$ cat src/rtl/r2sdf_frame_sequencer.sv
// r2sdf_frame_sequencer: frame-level controller for an R2SDF FFT pipeline.
// Input side feeds 2^N-sample frames into stage 1 with a start pulse,
// zero-filling (and flagging) any cycle where upstream has no sample.
// Output side frames the last stage's result stream from its start_op pulse.
// Optional build macro: R2SDF_SEQ_STATS_EN adds saturating frame/underrun counters.
module r2sdf_frame_sequencer #(
    parameter int N    = 3,
    parameter int W    = 32,
    parameter int ID_W = 8
) (
    input  logic                   clk,
    input  logic                   reset,
    input  logic                   in_valid,
    output logic                   in_ready,
    input  logic signed [W-1:0]    in_re,
    input  logic signed [W-1:0]    in_im,
    output logic signed [W-1:0]    pipe_ip_re,
    output logic signed [W-1:0]    pipe_ip_im,
    output logic                   pipe_start_ip,
    input  logic                   pipe_op_start,
    output logic                   out_valid,
    output logic                   out_last,
    output logic [ID_W-1:0]        out_frame_id,
    output logic                   busy,
    output logic                   underrun,
    output logic                   overlap_err
`ifdef R2SDF_SEQ_STATS_EN
    ,
    output logic [ID_W-1:0]        stat_frames_in,
    output logic [ID_W-1:0]        stat_underruns
`endif
);

    typedef enum logic {IDLE = 1'b0, FEED = 1'b1} state_t;

    // Output count value one before the final sample of a window.
    localparam logic [N-1:0] PRE_LAST = N'((1 << N) - 2);

    state_t         state;
    logic [N-1:0]   in_cnt;
    logic [N-1:0]   out_cnt;
    logic           accept;
    logic           frame_done;
    logic           feed_nxt;
    logic           win_nxt;

    // The pipeline never stalls, so the sequencer is always ready once out of reset.
    assign in_ready   = !reset && (state == IDLE || state == FEED);
    assign accept     = in_valid && in_ready;
    // A new frame may start when idle or when the current frame has just sent its last sample.
    assign frame_done = (state == IDLE) || (in_cnt == '0);
    assign feed_nxt   = accept || !frame_done;
    assign win_nxt    = pipe_op_start || (out_valid && !out_last);

    // Input FSM: start frames, forward one sample per cycle, zero-fill gaps.
    always_ff @(posedge clk or posedge reset) begin
        if (reset) begin
            state         <= IDLE;
            in_cnt        <= '0;
            pipe_ip_re    <= '0;
            pipe_ip_im    <= '0;
            pipe_start_ip <= 1'b0;
            underrun      <= 1'b0;
        end else begin
            pipe_start_ip <= 1'b0;
            underrun      <= 1'b0;
            if (frame_done) begin
                if (accept) begin
                    pipe_ip_re    <= in_re;
                    pipe_ip_im    <= in_im;
                    pipe_start_ip <= 1'b1;
                    in_cnt        <= N'(1);
                    state         <= FEED;
                end else begin
                    pipe_ip_re <= '0;
                    pipe_ip_im <= '0;
                    state      <= IDLE;
                end
            end else begin
                in_cnt <= in_cnt + 1'b1;
                if (accept) begin
                    pipe_ip_re <= in_re;
                    pipe_ip_im <= in_im;
                end else begin
                    pipe_ip_re <= '0;
                    pipe_ip_im <= '0;
                    underrun   <= 1'b1;
                end
            end
        end
    end

    // Output window: 2^N valid cycles per start_op, restart on premature start_op.
    always_ff @(posedge clk or posedge reset) begin
        if (reset) begin
            out_valid    <= 1'b0;
            out_last     <= 1'b0;
            out_cnt      <= '0;
            out_frame_id <= '0;
            overlap_err  <= 1'b0;
        end else begin
            overlap_err <= 1'b0;
            if (out_valid && out_last) begin
                out_frame_id <= out_frame_id + 1'b1;
            end
            if (pipe_op_start) begin
                // A start_op on the last sample is a legal back-to-back frame.
                if (out_valid && !out_last) begin
                    overlap_err <= 1'b1;
                end
                out_valid <= 1'b1;
                out_last  <= 1'b0;
                out_cnt   <= '0;
            end else if (out_valid) begin
                if (out_last) begin
                    out_valid <= 1'b0;
                    out_last  <= 1'b0;
                    out_cnt   <= '0;
                end else begin
                    out_cnt  <= out_cnt + 1'b1;
                    out_last <= (out_cnt == PRE_LAST);
                end
            end
        end
    end

    // Busy mirrors the next FEED state or next open output window.
    always_ff @(posedge clk or posedge reset) begin
        if (reset) begin
            busy <= 1'b0;
        end else begin
            busy <= feed_nxt || win_nxt;
        end
    end

`ifdef R2SDF_SEQ_STATS_EN
    function automatic logic [ID_W-1:0] sat_inc(input logic [ID_W-1:0] v);
        return (&v) ? v : v + 1'b1;
    endfunction

    // Saturating counts of frame starts and injected zero samples.
    always_ff @(posedge clk or posedge reset) begin
        if (reset) begin
            stat_frames_in <= '0;
            stat_underruns <= '0;
        end else begin
            if (pipe_start_ip) begin
                stat_frames_in <= sat_inc(stat_frames_in);
            end
            if (underrun) begin
                stat_underruns <= sat_inc(stat_underruns);
            end
        end
    end
`endif

endmodule
$ cat config.mk
export PLATFORM = sky130hd
export DESIGN_NAME = r2sdf_frame_sequencer
export DESIGN_NICKNAME = d
export VERILOG_FILES = /design/src/rtl/r2sdf_frame_sequencer.sv
export SDC_FILE = /design/constraint.sdc
export NUM_CORES = 1
export LEC_CHECK = 0
export ABC_AREA = 0
export CAP_MARGIN = 20
export CORE_ASPECT_RATIO = 1.1
export CORE_UTILIZATION = 36
export DETAILED_ROUTE_END_ITERATION = 10
export MAX_ROUTING_LAYER = met4
export PLACE_DENSITY = 0.84
export SKIP_CTS_REPAIR_TIMING = 1
export SLEW_MARGIN = 30
export SYNTH_ARGS = -nofsm -noshare
export SYNTH_HDL_FRONTEND = slang
export SYNTH_SLANG_ARGS = --single-unit
$ cat constraint.sdc
create_clock -name clk -period 2.3 [get_ports clk]
set_input_delay 0.23 -clock clk [delete_from_list [all_inputs] [get_ports clk]]
set_output_delay 0.23 -clock clk [all_outputs]
set_load 0.01 [all_outputs]
==> flow_metrics.env <==
export IMPL_synth_sequential_area_ratio_pct=70.3
export IMPL_numCtsBuffers=9
export IMPL_die_height_um=98.1
export IMPL_setup_tns_ns=0
export IMPL_tritoncts="built"
export IMPL_leakage_power_total_nw=2.17
export IMPL_routedWlPerCell_um=12.7
export IMPL_critPathRequiredTime_ns=2.07
export IMPL_p_per_area_nw_per_um2=677
export IMPL_drt_pre_antenna_iters=3
export IMPL_synth_seq_cells=85
export IMPL_count_of_final_setup_violators=0
export IMPL_place_gp_congestion=0.724
export IMPL_io_pin_count=147
export IMPL_totalWireLength_mm=6.12
export IMPL_dpl_hpwl_mm=4.51
export IMPL_syn_num_nets=294
export IMPL_distinct_cells_synth=32
export IMPL_fillCellCount=655
export IMPL_vias_per_std_cell=4.31
export IMPL_warning_count_from_the_yosys_run=0
export IMPL_wire_length_of_the_first_global_routing_pass_mm=9.85
export IMPL_maximum_clock_skew_at_final_layout_ns=0.00250
export IMPL_post_route_period_util_pct=77.9
export IMPL_startpoint_type="flip-flop"
export IMPL_syn_area_um2=3020
export IMPL_slew_headroom_pct=69.6
export IMPL_grt_total_usage_pct=15.7
export IMPL_setup_ws_pre_cts_ns=0.574
export IMPL_antenna_found_initial=0
export IMPL_syn_avg_cell_area_um2=13.7
export IMPL_clk_sink_count=85
export IMPL_drt_antenna_violating_nets=0
export IMPL_number_of_port_buffers=146
export IMPL_path_cells="clkdlybuf4s50_1"
export IMPL_worstSetupEndpointType="output port"
export IMPL_finalHoldViolations=0
export IMPL_critPathSlowestCell="clkdlybuf4s50_1"
export IMPL_first_global_vias=2170
export IMPL_timing_critical_path_arrival_ns=1.56
export IMPL_worstPathBufferInverterCount=1
export IMPL_post_route_worst_setup_slack_ns=0.507
export IMPL_clkSlewWorstSetupHoldPaths_ns=0.09
export IMPL_crit_family="buffers and inverters"
export IMPL_count_of_vias_placed_by_the_detailed_router=2084
export IMPL_core_region_area_um2=8040
export IMPL_cap_violations=0
export IMPL_crit_path_max_fanout=12
export IMPL_vdd_ir_drop_max_mv=0.495
export IMPL_cts_max_path_buffers=2
export IMPL_hold_path_class="input port to flip-flop"
export IMPL_setup_reg_to_reg_worst_slack_ns=0.94
export IMPL_run_status="finished clean"
export IMPL_overflow=0
export IMPL_floorplan_initialDensity_pct=37.6
export IMPL_antenna_cells_inserted=0
export IMPL_die_area_um2=8770
export IMPL_timing_setup_critical_path_class="flip-flop to output port"
export IMPL_number_of_pins_exceeding_their_max_slew_limit_in_the_final_report=0
export IMPL_clockRootBuffer="clkbuf_8"
export IMPL_largest_net_degree_at_the_start_of_global_routing=87
export IMPL_residual_drc_count=0
export IMPL_worstMarginPinSlew_ns=0.457
export IMPL_fp_row_count=34
export IMPL_period_minus_slack_ns=1.79
export IMPL_dr_first_iter_drc_count=86
export IMPL_clock_tree_htree_level_count=3
export IMPL_max_freq_mhz=558
export IMPL_slowest_delay_ns=0.62
export IMPL_drive_gt1_share_pct=6.91
export IMPL_die_width_um=89.4
export IMPL_clock_insertion_delay_worst_skew_ns=0.34
export IMPL_syn2layout_area_growth_pct=59.2
export IMPL_synthesized_instance_count=221
export IMPL_fin_worst_hold_slack_ns=0.428
export IMPL_nets=444
export IMPL_unrepaired_setup_endpoints_after_global_routing="no"
[synth_stat cells]
| library cell | instances | area (µm²) |
|---|---|---|
| clkbuf_1 | 3 | 11.3 |
| nor2_1 | 9 | 33.8 |
| a211oi_1 | 1 | 7.51 |
| mux2_2 | 2 | 22.5 |
| buf_4 | 2 | 15.0 |
| nand3_1 | 4 | 20.0 |
| ha_1 | 5 | 62.6 |
| nand2_1 | 6 | 22.5 |
| and3_2 | 1 | 7.51 |
| mux2i_1 | 2 | 20.0 |
| inv_1 | 6 | 22.5 |
| nand4_1 | 1 | 6.26 |
| buf_2 | 3 | 15.0 |
| dfrtp_1 | 85 | 2130 |
| nand4_4 | 1 | 21.3 |
| a31oi_1 | 2 | 12.5 |
| o31ai_1 | 1 | 7.51 |
| or2_1 | 1 | 6.26 |
| nor2b_1 | 1 | 6.26 |
| nor4bb_1 | 1 | 10.0 |
| nor3_2 | 1 | 10.0 |
| xnor2_1 | 5 | 43.8 |
| nand2b_2 | 2 | 17.5 |
| and2_1 | 65 | 407 |
| a32oi_1 | 1 | 8.76 |
| nand3b_1 | 1 | 7.51 |
| and4_1 | 1 | 8.76 |
| xor2_1 | 2 | 17.5 |
| nand2b_1 | 1 | 6.26 |
| a21oi_1 | 3 | 15.0 |
| buf_6 | 1 | 11.3 |
| nor2b_4 | 1 | 13.8 |
[through the flow]
step | utilization [%] | cell area (µm²) | std cells | power (mW)
after global routing | 59.9 | 4810 | 484 | 3.45
after CTS | 59.9 | 4810 | 484 | 3.31
final | 59.9 | 4810 | 484 | 3.26
after global placement | 57.4 | 4610 | 468 | 2.24
after floorplan | - | 3030 | 221 | 1.95
after detailed placement | 57.4 | 4610 | 468 | 2.26
[sequential cells by signal (all words and copies together) (netlist names), 3 cells and up]
register      cells
in_cnt            3
pipe_ip_im       32
pipe_ip_re       32
out_frame_id      8
out_cnt           3
[worst register-to-register path: cells and delay by family (launching register included)]
| kind | cells | cell delay [ns] |
|---|---|---|
| adders and majority gates | 1 | 0.18 |
| buffers and inverters | 1 | 0.07 |
| DFF | 1 | 0.42 |
| muxes | 1 | 0.35 |
| and+or+nand+nor | 2 | 0.25 |
[cell families after synthesis]
kind of cell / synth area share, %
simple gates: 20.0
flops: 70.3
buf+inv: 2.48
compound gates: 1.70
xor+xnor: 2.03
fa+ha+maj: 2.07
mux: 1.41
[where the power goes]
part,total (mW),leakage [nW],switching (mW),internal (mW)
combinational,0.548,0.948,0.214,0.334
sequential,1.67,1.13,0.0741,1.60
clock,1.03,0.0995,0.501,0.534
total,3.26,2.17,0.788,2.47
[path summary, 6_finish.rpt]
path / end / from / cells past startpoint
hold / removal: pipe_ip_re[26]$_DFF_PP0_ / in_re[26] / 2
max in group asynchronous: pipe_ip_re[12]$_DFF_PP0_ / reset / 3
setup reg to reg: in_cnt[1]$_DFFE_PP0P_ / in_cnt[0]$_DFFE_PP0P_ / 5
setup / recovery: out_valid / out_valid$_DFF_PP0_ / 1
hold reg to reg: out_frame_id[7]$_DFFE_PP0P_ / out_frame_id[7]$_DFFE_PP0P_ / 1
min in group asynchronous: pipe_ip_im[23]$_DFF_PP0_ / reset / 3
[layer usage]
layer | part of all wire (%) | GRT usage, % | vias to the layer above
met1 | 39 | 17.4 | 983
met4 | 2.3 | 6.84 | 0
li1 | - | - | 996
met2 | 52 | 24.7 | 93
met5 | 0 | - | -
met3 | 6.8 | 6.00 | 12
[cell type report]
cell class	count	area [µm²]	area share, %
flip-flops and latches	85	2130	44.2
repair buffers	148	1500	31.2
multi-input cells	121	822	17.1
clock buffers	11	141	2.94
well taps	108	135	2.81
clock inverters	5	60.1	1.25
inverters	6	26.3	0.546
[cell usage in the layout, fill, tap and decap left out, types with 2 or more instances in the layout]
master	count
clkdlybuf4s50_1	146
ha_1	5
mux2_2	2
nand2_1	6
nor2_1	9
xor2_1	2
and2_1	65
inv_1	5
nand2b_2	2
clkbuf_8	10
nand3_1	4
xnor2_1	5
dfrtp_1	85
a21oi_1	3
clkinvlp_4	2
a31oi_1	2
clkinv_4	2
mux2i_1	2
buf_12	2
Power figures use the tool's default switching activity.
